**config.mk**
```make
export PLATFORM = sky130hd
export DESIGN_NAME = mem_bus_arbiter
export DESIGN_NICKNAME = d
export VERILOG_FILES = /design/src/rtl/mem_bus_arbiter_pkg.sv /design/src/rtl/mem_bus_arbiter_arb_select.sv /design/src/rtl/mem_bus_arbiter.sv
export SDC_FILE = /design/constraint.sdc
export NUM_CORES = 1
export LEC_CHECK = 0
export BUFFER_PORTS_ARGS = -buffer_cell sky130_fd_sc_hd__buf_4
export CAP_MARGIN = 40
export CORE_AREA = 3 3 114 116
export DETAILED_ROUTE_END_ITERATION = 10
export DIE_AREA = 0 0 117 119
export PLACE_DENSITY = 0.76
export RECOVER_POWER = 100
export SLEW_MARGIN = 20
export SYNTH_ARGS = -nofsm -noshare
export SYNTH_HDL_FRONTEND = slang
export SYNTH_SLANG_ARGS = --single-unit
```
**constraint.sdc**
```tcl
create_clock -name clk -period 1.5 [get_ports clk]
set_input_delay 0.225 -clock clk [delete_from_list [all_inputs] [get_ports clk]]
set_output_delay 0.225 -clock clk [all_outputs]
set_load 0.005 [all_outputs]
```
**src/rtl/mem_bus_arbiter_pkg.sv**
```systemverilog
// Shared types and constants for the two-requester memory bus arbiter.
// Arbitration mode is selected by MEM_ARB_FIXED_PRIO_EN (see arb_select).
package mem_bus_arbiter_pkg;

    typedef enum logic [1:0] {
        IDLE  = 2'b00,
        ISSUE = 2'b01,
        RESP  = 2'b10
    } state_t;

    localparam logic OWNER_M0 = 1'b0;
    localparam logic OWNER_M1 = 1'b1;

endpackage

```
**src/rtl/mem_bus_arbiter_arb_select.sv**
```systemverilog
// Combinational winner selection between the core (m0) and loader (m1) requesters.
// MEM_ARB_FIXED_PRIO_EN defined: m0 wins ties; otherwise round-robin on last_grant.
module arb_select
    import mem_bus_arbiter_pkg::*;
(
    input  logic req0,
    input  logic req1,
    input  logic last_grant,
    output logic winner
);

    always_comb begin
        winner = OWNER_M0;
        if (req0 && req1) begin
`ifdef MEM_ARB_FIXED_PRIO_EN
            winner = OWNER_M0;
`else
            winner = (last_grant == OWNER_M0) ? OWNER_M1 : OWNER_M0;
`endif
        end else if (req1) begin
            winner = OWNER_M1;
        end
    end

endmodule

```
**src/rtl/mem_bus_arbiter.sv**
```systemverilog
// Two-requester memory bus arbiter: IDLE -> ISSUE (strobe) -> RESP (ack), one transaction per 3 cycles.
// MEM_ARB_FIXED_PRIO_EN defined removes the last-grant register and gives m0 fixed priority.
module mem_bus_arbiter
    import mem_bus_arbiter_pkg::*;
#(
    parameter int ADDR_WIDTH = 32,
    parameter int DATA_WIDTH = 32
) (
    input  logic                  clk,
    input  logic                  rst_n,
    input  logic                  m0_req_i,
    input  logic                  m0_we_i,
    input  logic [ADDR_WIDTH-1:0] m0_addr_i,
    input  logic [DATA_WIDTH-1:0] m0_data_i,
    output logic                  m0_ack_o,
    output logic [DATA_WIDTH-1:0] m0_data_o,
    input  logic                  m1_req_i,
    input  logic                  m1_we_i,
    input  logic [ADDR_WIDTH-1:0] m1_addr_i,
    input  logic [DATA_WIDTH-1:0] m1_data_i,
    output logic                  m1_ack_o,
    output logic [DATA_WIDTH-1:0] m1_data_o,
    output logic                  rd_en_o,
    output logic                  wr_en_o,
    output logic [ADDR_WIDTH-1:0] addr_o,
    output logic [DATA_WIDTH-1:0] data_o,
    input  logic [DATA_WIDTH-1:0] data_i,
    output logic                  busy_o
);

    state_t                  state;
    state_t                  state_nxt;
    logic                    cap_we;
    logic [ADDR_WIDTH-1:0]   cap_addr;
    logic [DATA_WIDTH-1:0]   cap_data;
    logic [DATA_WIDTH-1:0]   rdata;
    logic                    owner;
    logic                    last_grant;
    logic                    winner;
    logic                    any_req;
    logic                    capture;

    assign any_req = m0_req_i | m1_req_i;
    assign capture = (state == IDLE) && any_req;

    arb_select u_arb_select (
        .req0       (m0_req_i),
        .req1       (m1_req_i),
        .last_grant (last_grant),
        .winner     (winner)
    );

`ifdef MEM_ARB_FIXED_PRIO_EN
    assign last_grant = OWNER_M1;
`else
    always_ff @(posedge clk) begin
        if (!rst_n) begin
            last_grant <= OWNER_M1;
        end else if (capture) begin
            last_grant <= winner;
        end
    end
`endif

    always_ff @(posedge clk) begin
        if (!rst_n) begin
            state    <= IDLE;
            cap_we   <= 1'b0;
            cap_addr <= '0;
            cap_data <= '0;
            owner    <= OWNER_M0;
            rdata    <= '0;
        end else begin
            state <= state_nxt;
            if (capture) begin
                owner <= winner;
                if (winner == OWNER_M1) begin
                    cap_we   <= m1_we_i;
                    cap_addr <= m1_addr_i;
                    cap_data <= m1_data_i;
                end else begin
                    cap_we   <= m0_we_i;
                    cap_addr <= m0_addr_i;
                    cap_data <= m0_data_i;
                end
            end
            // memory read data is taken at the ISSUE->RESP edge and held for the ack cycle
            if (state == ISSUE && !cap_we) begin
                rdata <= data_i;
            end
        end
    end

    always_comb begin
        state_nxt = state;
        rd_en_o   = 1'b0;
        wr_en_o   = 1'b0;
        m0_ack_o  = 1'b0;
        m1_ack_o  = 1'b0;
        m0_data_o = '0;
        m1_data_o = '0;
        unique case (state)
            IDLE: begin
                if (any_req) begin
                    state_nxt = ISSUE;
                end
            end
            ISSUE: begin
                state_nxt = RESP;
                rd_en_o   = ~cap_we;
                wr_en_o   = cap_we;
            end
            RESP: begin
                state_nxt = IDLE;
                if (owner == OWNER_M0) begin
                    m0_ack_o  = 1'b1;
                    m0_data_o = cap_we ? '0 : rdata;
                end else begin
                    m1_ack_o  = 1'b1;
                    m1_data_o = cap_we ? '0 : rdata;
                end
            end
            default: begin
                state_nxt = IDLE;
            end
        endcase
    end

    assign addr_o = cap_addr;
    assign data_o = cap_data;
    assign busy_o = (state != IDLE);

endmodule

```
## Word-level counts from Yosys, hierarchy flattened

Index checks and enable logic that the tools add are counted.

- $add $sub $neg: 0
- $mul: 0
- Div/mod/pow operators: 0
- $lt $le $gt $ge: 0
- Equality and inequality tests: 3
- Shift operators: 0
- Mux-type cells: 19
- Bitwise operators: 2
- Reduce and logical (&&, ||, !) cells: 6

Operators by type and width:

| operator | number |
|---|---|
| 2-to-1 mux 32 bit | 7 |
| 2-to-1 mux 1 bit | 10 |
| case mux 2 bit (2 select lines) | 1 |
| logical AND 1 bit | 3 |
| equality test 2 x 1 -> 1 bit (second input constant) | 1 |
| equality test 2 bit (second input constant) | 1 |
| logical NOT 2 bit | 1 |
| 2-to-1 mux 2 bit | 1 |
| inequality test 2 bit (second input constant) | 1 |
| nonzero test 2 bit | 1 |
| logical NOT 1 bit | 1 |
| NOT 1 bit | 1 |
| bitwise OR 1 bit | 1 |

- Bits in registers: 101
- Latch bits: 0
- Bits in writable memories: 0
- Bits in read-only memories: 0
- Bits of input ports: 166
- Word-level logic and storage cells: 37
- Memories: 0

## Logic depth before layout (Yosys ltp)

Gate-level depths: netlist of run 1.

- Word-level depth: 3
- Gate-level depth with buffers: 6

## Modules after synthesis

From an unflattened synthesis of run 1, not the netlist that was laid out.

- Cell total of the unflattened synthesis: 530
- Area, all modules: 4,914.7 sq um

By module, submodules not included:

| module | instances | cells an instance | area each (sq um) | seq. area each (sq um) |
|---|---|---|---|---|
| mem_bus_arbiter | 1 | 529 | 4,903.5 | 2,021.9 |
| arb_select | 1 | 1 | 11.3 | 0.0 |

## Least setup slack after synthesis of run 1

Ideal clock, no wire load.

- Kind: register to output
- Start: reg state[1]
- End: out m0_data_o[10]
- Data arrival time: 1.207 ns
- Required time: 1.275 ns
- Setup slack: 0.068 ns
- Cell stages (with the launch flop): 5
- Buffers on the path: 1
- Path through: dfxtp_1 nor3b_1 and2b_1 clkbuf_1 and2_1

- Cells in the longest elaborated chain, start to end: 2

RTL lines:

| what | line | text |
|---|---|---|
| start, declared | mem_bus_arbiter.sv:31 | `state_t state;` |
| start signal, assigned | mem_bus_arbiter.sv:74 | `state <= state_nxt;` |
| equality test 2 bit | mem_bus_arbiter.sv:102 | `unique case (state)` |
| 2-to-1 mux 32 bit | mem_bus_arbiter.sv:102 |  |
| end, declared | mem_bus_arbiter.sv:16 | `output logic [DATA_WIDTH-1:0] m0_data_o,` |

No other way between the ends.

## Worst setup path after layout of run 1

- Start: reg state[1]
- End: out m0_data_o[30]

Same word-level chain as after synthesis.

==> impl_metrics.py, run 1 <==
metrics = {
    "timing": {
        "setup_slack_ps": -245,
        "fmax_ghz": 0.573,
        "fin_crit_sh_pct": 116,
        "finalHoldViolations": 0,
        "skew_ps": 10.1,
        "slew_headroom_pct": 78.1,
        "setup_violations": 67,
        "finalCriticalPeriod_ps": 1750,
        "rsz0062_at_grt": "yes",
        "slew_violations": 0,
        "worst_pin_slew_ps": 328,
    },
    "floorplan": {
        "initial_core_util_pct": 41.3,
        "core_mm2": 0.0120,
        "ios": 299,
        "chipWidth_um": 117,
        "die_y_um": 119,
        "rows": 40,
        "dieArea_mm2": 0.0139,
    },
    "logic_synthesis": {
        "ys_seq_area_share_pct": 40.8,
        "netlist-cell-type-count": 23,
        "synth_area_mm2": 0.00495,
        "syn_nets": 768,
        "yosysWarningCount": 0,
        "syn_inst": 602,
        "syn_area_per_cell_um2": 8.23,
        "synth_seq_cells": 101,
    },
    "finish": {
        "drive_gt1_share_pct": 43.0,
        "layout_common_cells": "241 x buf_4, 195 x nand2_1, 99 x a21oi_1",
        "seqCellArea_mm2": 0.00203,
        "finalNetCount": 1047,
        "fin_cells": 1034,
        "layout_commonest_cell": "buf_4",
        "fillers": 1019,
        "areaGrowthSynthToFinish_pct": 57.9,
        "multiInputGateArea_mm2": 0.00266,
    },
    "place": {
        "dp_slack_ps": 37.2,
        "dp.cells": 1008,
        "port_buffers": 298,
        "hpwl_um": 12300,
        "gp_congestion": 0.821,
    },
    "cts": {
        "cts_hold_buf": 0,
        "cts.reportedPaths.clkPinSlew_ps": 70,
        "cts-buffers-inserted": 9,
        "clock_latency_ps": 340,
        "cts_tree": "built",
        "htree_levels": 3,
        "cts_root_buf": "clkbuf_16",
        "clock-sinks": 101,
        "cts_buffer_depth": 2,
    },
    "critical_path": {
        "crit_type": "register to output port",
        "start_kind": "register",
        "cp.required_ps": 1270,
        "crit_chain": "nor3b_2 -> and2b_2 -> buf_12 -> and2_1 -> buf_4",
        "cp_slowest_stage_delay_ps": 330,
        "path_delay_family": "simple AND/OR/NAND/NOR gates",
        "end_kind": "output port",
        "cp_max_fo": 16,
        "crit_buf_inv": 2,
        "crit_slowest_cell": "dfxtp_2",
        "cp.arrival_ps": 1520,
    },
    "global_route": {
        "grt_pass1_vias": 5262,
        "antenna_found_initial": 1,
        "grt_pass1_wl_um": 26300,
        "grt_usage_pct": 23.5,
        "grt_max_degree": 68,
        "grt_overflow": 0,
    },
    "power": {
        "power_density_mw_per_mm2": 958,
        "vdd_drop_max_mv": 0.530,
        "power_mw": 7.50,
        "p_leak_nw": 3.48,
    },
    "route": {
        "drt-total-wl_um": 17800,
        "ant_nets": 0,
        "viasPerCell": 5.26,
        "drc": 0,
        "wire_per_inst_um": 17.2,
        "drt_pass1_iterations": 5,
        "num_vias": 5437,
        "drtIter0Drc": 312,
    },
    "flow_run": {
        "drv_cap": 0,
    },
    "outcome": {
        "failed_checks": "negative setup slack",
        "outcome": "finished, violations left",
    },
    "worst_hold_path": {
        "min_path_type": "primary input to register",
    },
}
==> final cells by class <==
cell class / instances / area share (%)
multi-input cells: 439 / 34.0
repair buffers: 327 / 33.5
flip-flops and latches: 101 / 25.9
clock buffers: 13 / 3.46
well taps: 147 / 2.35
clock inverters: 3 / 0.544
inverters: 3 / 0.208
diodes: 1 / 0.0320
==> per-layer routing <==
metal / global-route usage (%) / up-vias / routed length (µm)
li1: - / 2629 / -
met1: 26.8 / 2513 / 6720
met2: 40.9 / 258 / 9080
met3: 6.05 / 37 / 1480
met4: 10.3 / 0 / 492
met5: 0 / - / 0
==> report_power, final <==
group	leakage [nW]	internal, mW	switching, mW
Clock	0.152	1.43	0.992
Sequential	0.835	2.95	0.165
Combinational	2.49	0.999	0.958
==> synthesized netlist by cell type <==
cell type  number  area [µm²]
a21boi_1        1        7.51
dfxtp_1       101        2020
a311oi_2       50         751
and3_1          2        12.5
a311oi_1       15         131
a21oi_1        99         495
or2_0           1        6.26
buf_2          12        60.1
buf_6           6        67.6
nor2b_1         1        6.26
or3b_1          1        8.76
and3b_1         2        17.5
nand2_1       195         732
clkbuf_1       38         143
a21bo_2         2        20.0
inv_2           2        7.51
nor3b_1         2        15.0
and2b_1         1        7.51
and2_1         65         407
o21ai_0         1        5.00
buf_4           3        22.5
nor2_2          1        6.26
inv_1           1        3.75
==> state kept, by name, indices dropped and copies added (netlist names) <==
name and flops:
addr_o 32, data_o 32, rdata 32, state 2, cap_we 1, last_grant 1
owner 1
==> repair_timing <==
item | 4_1_cts | 5_1_grt
setup buffers | 5 | 0
resized for setup | 7 | 9
setup endpoints to repair | 66 | 151
endpoints found under the hold margin | 0 | 0
gates cloned | 2 | 3
pin swaps | 1 | 2
==> through the flow <==
stage / setup TNS [ps] / hold WS (ps) / cell area [µm²] / utilization [%]
4_1_cts: -14050 / 108 / 7830 / 65.2
3_5_place_dp: 0 / 457 / 7400 / 61.6
3_3_place_gp: 0 / 451 / 7400 / 61.6
5_1_grt: -22430 / 118 / 7820 / 65.1
6_report: -14090 / 116 / 7820 / 65.1
2_1_floorplan: 0 / 301 / 4950 / -
==> path summary, 6_finish.rpt <==
path                  start             to  slack, ps  depth (start not counted)
setup / recovery   state[1]  m0_data_o[30]       -250                          5
hold / removal        rst_n     last_grant        120                          2
setup reg to reg     cap_we       rdata[2]        -10                          6
hold reg to reg   rdata[29]      rdata[29]        460                          2
==> cell families (layout without fill, tap and decap cells) <==
group	Yosys count	count (layout)	synth area share [%]
compound gates	168	168	28.5
buf+inv	62	346	6.14
flops	101	101	40.8
other cells	0	1	0
simple gates	271	271	24.6
No activity file was read; power rests on OpenSTA's default activity.
==> run 2, diff against run 1 <==
--- a/config.mk
+++ b/config.mk
@@ -10,7 +10,7 @@
 export CORE_AREA = 3 3 114 116
 export DETAILED_ROUTE_END_ITERATION = 10
 export DIE_AREA = 0 0 117 119
-export PLACE_DENSITY = 0.76
+export PLACE_DENSITY = 0.78
 export RECOVER_POWER = 100
 export SLEW_MARGIN = 20
 export SYNTH_ARGS = -nofsm -noshare
==> run 2 against run 1 <==
The run still ends with negative setup slack left. Die area unchanged. Clock-buffer cell count fell by 1. Clock skew barely moved. Critical path depth unchanged. Global-route usage is 1.4 points lower. Wire length shrank 0.95%. Clock power grew 5%. Sequential cell count stayed put. Via count down 0.24%. Combinational power increased by 13%. Largest power group unchanged. Highest routed layer unchanged.
==> impl_metrics.py, run 2 (synthesis results as in run 1) <==
metrics = {
    "place": {
        "dp_slack_ps": 19.6,
        "gp_congestion": 0.778,
        "placed_area_mm2": 0.00746,
        "port_buffers": 298,
        "dp.cells": 1010,
        "hpwl_um": 12100,
    },
    "outcome": {
        "outcome": "finished, violations left",
        "failed_checks": "negative setup slack",
    },
    "route": {
        "ant_nets": 0,
        "drc": 0,
        "num_vias": 5424,
        "viasPerCell": 5.17,
        "drt-total-wl_um": 17600,
        "drt_pass1_iterations": 4,
        "drtIter0Drc": 303,
        "wire_per_inst_um": 16.8,
    },
    "critical_path": {
        "crit_slowest_cell": "dfxtp_4",
        "cp.required_ps": 1270,
        "reg2reg_from": "state[1]",
        "cp_slowest_stage_delay_ps": 370,
        "cp_max_fo": 32,
        "end_kind": "output port",
        "cp.arrival_ps": 1520,
        "crit_chain": "and3b_1 -> nor2b_4 -> buf_12 -> and2_1 -> buf_4",
        "crit_start": "state[0]",
        "r2r_cells": 9,
        "worstReg2RegEnd": "data_o[27]",
        "crit_type": "register to output port",
        "r2r_slack_ps": -150,
        "start_kind": "register",
    },
    "cts": {
        "cts-buffers-inserted": 9,
        "cts_hold_buf": 0,
        "cts.reportedPaths.clkPinSlew_ps": 60,
        "clock_latency_ps": 340,
        "cts_tree": "built",
        "htree_levels": 3,
        "cts_root_buf": "clkbuf_16",
        "cts_buffer_depth": 2,
        "clock-sinks": 101,
    },
    "finish": {
        "finalNetCount": 1064,
        "layout_commonest_cell": "buf_4",
        "finalInstanceArea_mm2": 0.00823,
        "layout_common_cells": "306 x buf_4, 195 x nand2_1, 98 x a21oi_1",
        "fin_util_pct": 68.6,
        "drive_gt1_share_pct": 47.5,
        "diodes": 0,
        "fin_cells": 1050,
        "areaGrowthSynthToFinish_pct": 66.2,
    },
    "worst_hold_path": {
        "min_from": "rst_n",
        "min_path_type": "primary input to register",
        "timing.hold.worst_path_depth": 2,
        "min_to": "last_grant",
    },
    "timing": {
        "fin_crit_sh_pct": 116,
        "worst_pin_slew_ps": 416,
        "finalSetupTns_ps": -21580,
        "finalHoldViolations": 0,
        "rsz0062_at_grt": "yes",
        "finalCriticalPeriod_ps": 1750,
        "slew_violations": 0,
        "fmax_ghz": 0.572,
        "timing.hold.ws_ps": 116,
        "skew_ps": 10.0,
        "slew_headroom_pct": 72.2,
        "setup_violations": 165,
        "setup_slack_ps": -247,
    },
    "floorplan": {
        "ios": 299,
        "chipWidth_um": 117,
        "dieArea_mm2": 0.0139,
        "rows": 40,
        "initial_core_util_pct": 41.3,
        "die_y_um": 119,
        "core_mm2": 0.0120,
    },
    "power": {
        "power_density_mw_per_mm2": 957,
        "p_leak_nw": 3.75,
        "vdd_drop_max_mv": 0.744,
        "power_mw": 7.88,
    },
    "flow_run": {
        "drv_cap": 0,
    },
    "global_route": {
        "antenna_found_initial": 0,
        "grt_max_degree": 45,
        "grt_pass1_vias": 4891,
        "grt_overflow": 0,
        "grt_pass1_wl_um": 24800,
        "grt_usage_pct": 22.1,
    },
}
run 2: cell type report:
type	count	area [µm²]
Clock buffer	12	256
Clock inverter	4	70.1
Fill cell	1047	3780
Inverter	3	13.8
Multi-Input combinational cell	440	2700
Sequential cell	101	2030
Tap cell	147	184
Timing Repair Buffer	343	2980
run 2: where the power goes:
group	internal (mW)	switching (mW)	total [mW]
Clock	1.55	0.990	2.54
Combinational	1.23	0.989	2.22
Sequential	2.95	0.168	3.12
run 2: critical path, delay by kind of cell, from the launching register on:
family | cells | cell delay (ps)
buffers and inverters | 2 | 270
flip-flops | 1 | 370
AND/OR/NAND/NOR | 3 | 540
run 2: worst max path at each step:
stage	end	slack (ps)	cells past startpoint
floorplan	m0_data_o[10]	70	4
global placement	data_o[7]	50	5
detailed placement	m1_data_o[29]	20	5
CTS	m1_data_o[29]	-250	5
global route	m0_data_o[6]	-350	5
finish	m1_data_o[29]	-250	5
run 2: layer usage:
| layer | track usage (%) | vias up | wire length (µm) |
|---|---|---|---|
| li1 | - | 2665 | - |
| met1 | 25.0 | 2476 | 6800 |
| met2 | 39.1 | 249 | 8800 |
| met3 | 6.45 | 34 | 1550 |
| met4 | 7.60 | 0 | 454 |
| met5 | 0 | - | 0 |
run 2: timing repair:
item / CTS / global route
resized for setup: 7 / 20
pin swaps: 0 / 14
setup endpoints to repair: 66 / 125
cloned: 0 / 12
setup buffers: 2 / 11
==> run 3, diff against run 2 <==
--- a/config.mk
+++ b/config.mk
@@ -10,6 +10,7 @@
 export CORE_AREA = 3 3 114 116
 export DETAILED_ROUTE_END_ITERATION = 10
 export DIE_AREA = 0 0 117 119
+export HOLD_SLACK_MARGIN = 0.05
 export PLACE_DENSITY = 0.78
 export RECOVER_POWER = 100
 export SLEW_MARGIN = 20
==> constraint.sdc (replaced) <==
create_clock -name clk -period 2 [get_ports clk]
set_input_delay 0.3 -clock clk [delete_from_list [all_inputs] [get_ports clk]]
set_output_delay 0.3 -clock clk [all_outputs]
set_load 0.005 [all_outputs]
==> run 3 against run 2 <==
Die area unchanged. The run now ends clean. Combinational power down 41%. Hold slack improved by 55 ps. Cell count decreased by 2.5%. Sequential power is 25% lower. Cell area down 8.5%. Global-route usage up 0.32 points. Register-to-register slack gained 450 ps. Clock power down 24%. First-iteration DRC count grew 16%.
==> impl_metrics.py, run 3 (synthesis results as in run 1) <==
metrics = {
    "critical_path": {
        "cp_slowest_stage_delay_ps": 350,
        "crit_buf_inv": 2,
        "crit_type": "register to output port",
        "crit_chain": "and3b_1 -> nor2b_4 -> clkbuf_4 -> and2_1 -> buf_4",
        "cp.arrival_ps": 1600,
        "path_delay_family": "simple AND/OR/NAND/NOR gates",
        "cp_max_fo": 16,
        "end_kind": "output port",
        "start_kind": "register",
        "cp.required_ps": 1700,
        "crit_slowest_cell": "dfxtp_2",
    },
    "global_route": {
        "grt_overflow": 0,
        "grt_pass1_vias": 5003,
        "grt_pass1_wl_um": 25200,
        "grt_max_degree": 72,
        "antenna_found_initial": 0,
        "grt_usage_pct": 22.5,
    },
    "power": {
        "p_leak_nw": 3.31,
        "power_density_mw_per_mm2": 737,
        "power_mw": 5.55,
        "vdd_drop_max_mv": 0.376,
    },
    "route": {
        "drt_pass1_iterations": 4,
        "drc": 0,
        "drtIter0Drc": 351,
        "ant_nets": 0,
        "wire_per_inst_um": 16.1,
        "drt-total-wl_um": 16500,
        "viasPerCell": 5.12,
        "num_vias": 5245,
    },
    "cts": {
        "cts_tree": "built",
        "htree_levels": 3,
        "cts-buffers-inserted": 9,
        "clock_latency_ps": 340,
        "clock-sinks": 101,
        "cts_buffer_depth": 2,
        "post_cts_buffers": 0,
        "cts_hold_buf": 0,
        "cts_root_buf": "clkbuf_16",
        "cts.reportedPaths.clkPinSlew_ps": 70,
    },
    "floorplan": {
        "initial_core_util_pct": 41.3,
        "rows": 40,
        "ios": 299,
        "die_y_um": 119,
        "dieArea_mm2": 0.0139,
        "chipWidth_um": 117,
        "core_mm2": 0.0120,
    },
    "finish": {
        "drive_gt1_share_pct": 41.3,
        "multiInputGateArea_mm2": 0.00266,
        "finalNetCount": 1038,
        "diodes": 0,
        "fillers": 1102,
        "areaGrowthSynthToFinish_pct": 52.1,
        "layout_commonest_cell": "buf_4",
        "seqCellArea_mm2": 0.00202,
        "layout_common_cells": "223 x buf_4, 195 x nand2_1, 99 x a21oi_1, 99 x dfxtp_1, 56 x clkbuf_4",
    },
    "timing": {
        "worst_pin_slew_ps": 868,
        "slew_headroom_pct": 42.0,
        "fmax_ghz": 0.525,
        "finalHoldViolations": 0,
        "fin_crit_sh_pct": 95.2,
        "slew_violations": 0,
        "rsz0062_at_grt": "no",
        "skew_ps": 7.80,
        "finalCriticalPeriod_ps": 1900,
        "finalSetupTns_ps": 0,
        "setup_violations": 0,
    },
    "place": {
        "port_buffers": 298,
        "hpwl_um": 11800,
        "gp_congestion": 0.775,
    },
    "flow_run": {
        "drv_cap": 0,
    },
    "worst_hold_path": {
        "min_path_type": "primary input to register",
    },
    "outcome": {
        "outcome": "finished clean",
    },
}
-- run 3: metrics by stage --
step,instances,worst slack [ps],util (%),hold WS (ps),area [µm²]
after floorplan,602,493,-,376,4950
after CTS,1023,13.6,63.7,166,7650
after global placement,1006,218,60.6,449,7280
final,1024,95.6,62.7,171,7540
after global routing,1024,23.3,62.7,161,7540
after detailed placement,1007,208,60.8,455,7300
-- run 3: path summary, 6_finish.rpt --
path / start / to / slack [ps] / depth (start not counted)
worst max register to register: last_grant / data_o[0] / 300 / 4
worst min register to register: rdata[28] / rdata[28] / 470 / 2
worst min-delay path: rst_n / last_grant / 170 / 2
worst max-delay path: state[0] / m1_data_o[7] / 100 / 5
-- run 3: layout make-up --
cell class              count  share of cell area (%)
clock buffers              13                    3.45
clock inverters             3                   0.896
inverters                   3                   0.149
multi-input cells         439                    35.3
flip-flops and latches    101                    26.9
well taps                 147                    2.44
repair buffers            318                    30.9
-- run 3: per-layer routing --
metal,global-route usage [%],vias up,routed length [µm]
li1,-,2606,-
met1,25.1,2392,6200
met2,39.0,223,8410
met3,8.23,24,1600
met4,7.24,0,322
met5,0,-,0
-- run 3: where the power goes --
group          leakage, nW  switching [mW]  internal, mW
clock network        0.156           0.750          1.17
logic                 2.32           0.654         0.648
registers            0.835           0.120          2.21
total                 3.31            1.52          4.03
-- run 3: timing repair --
item	4_1_cts	5_1_grt
endpoints found under the hold margin	0	0
cloned	0	1
setup endpoints to repair	34	65
resized for setup	4	6
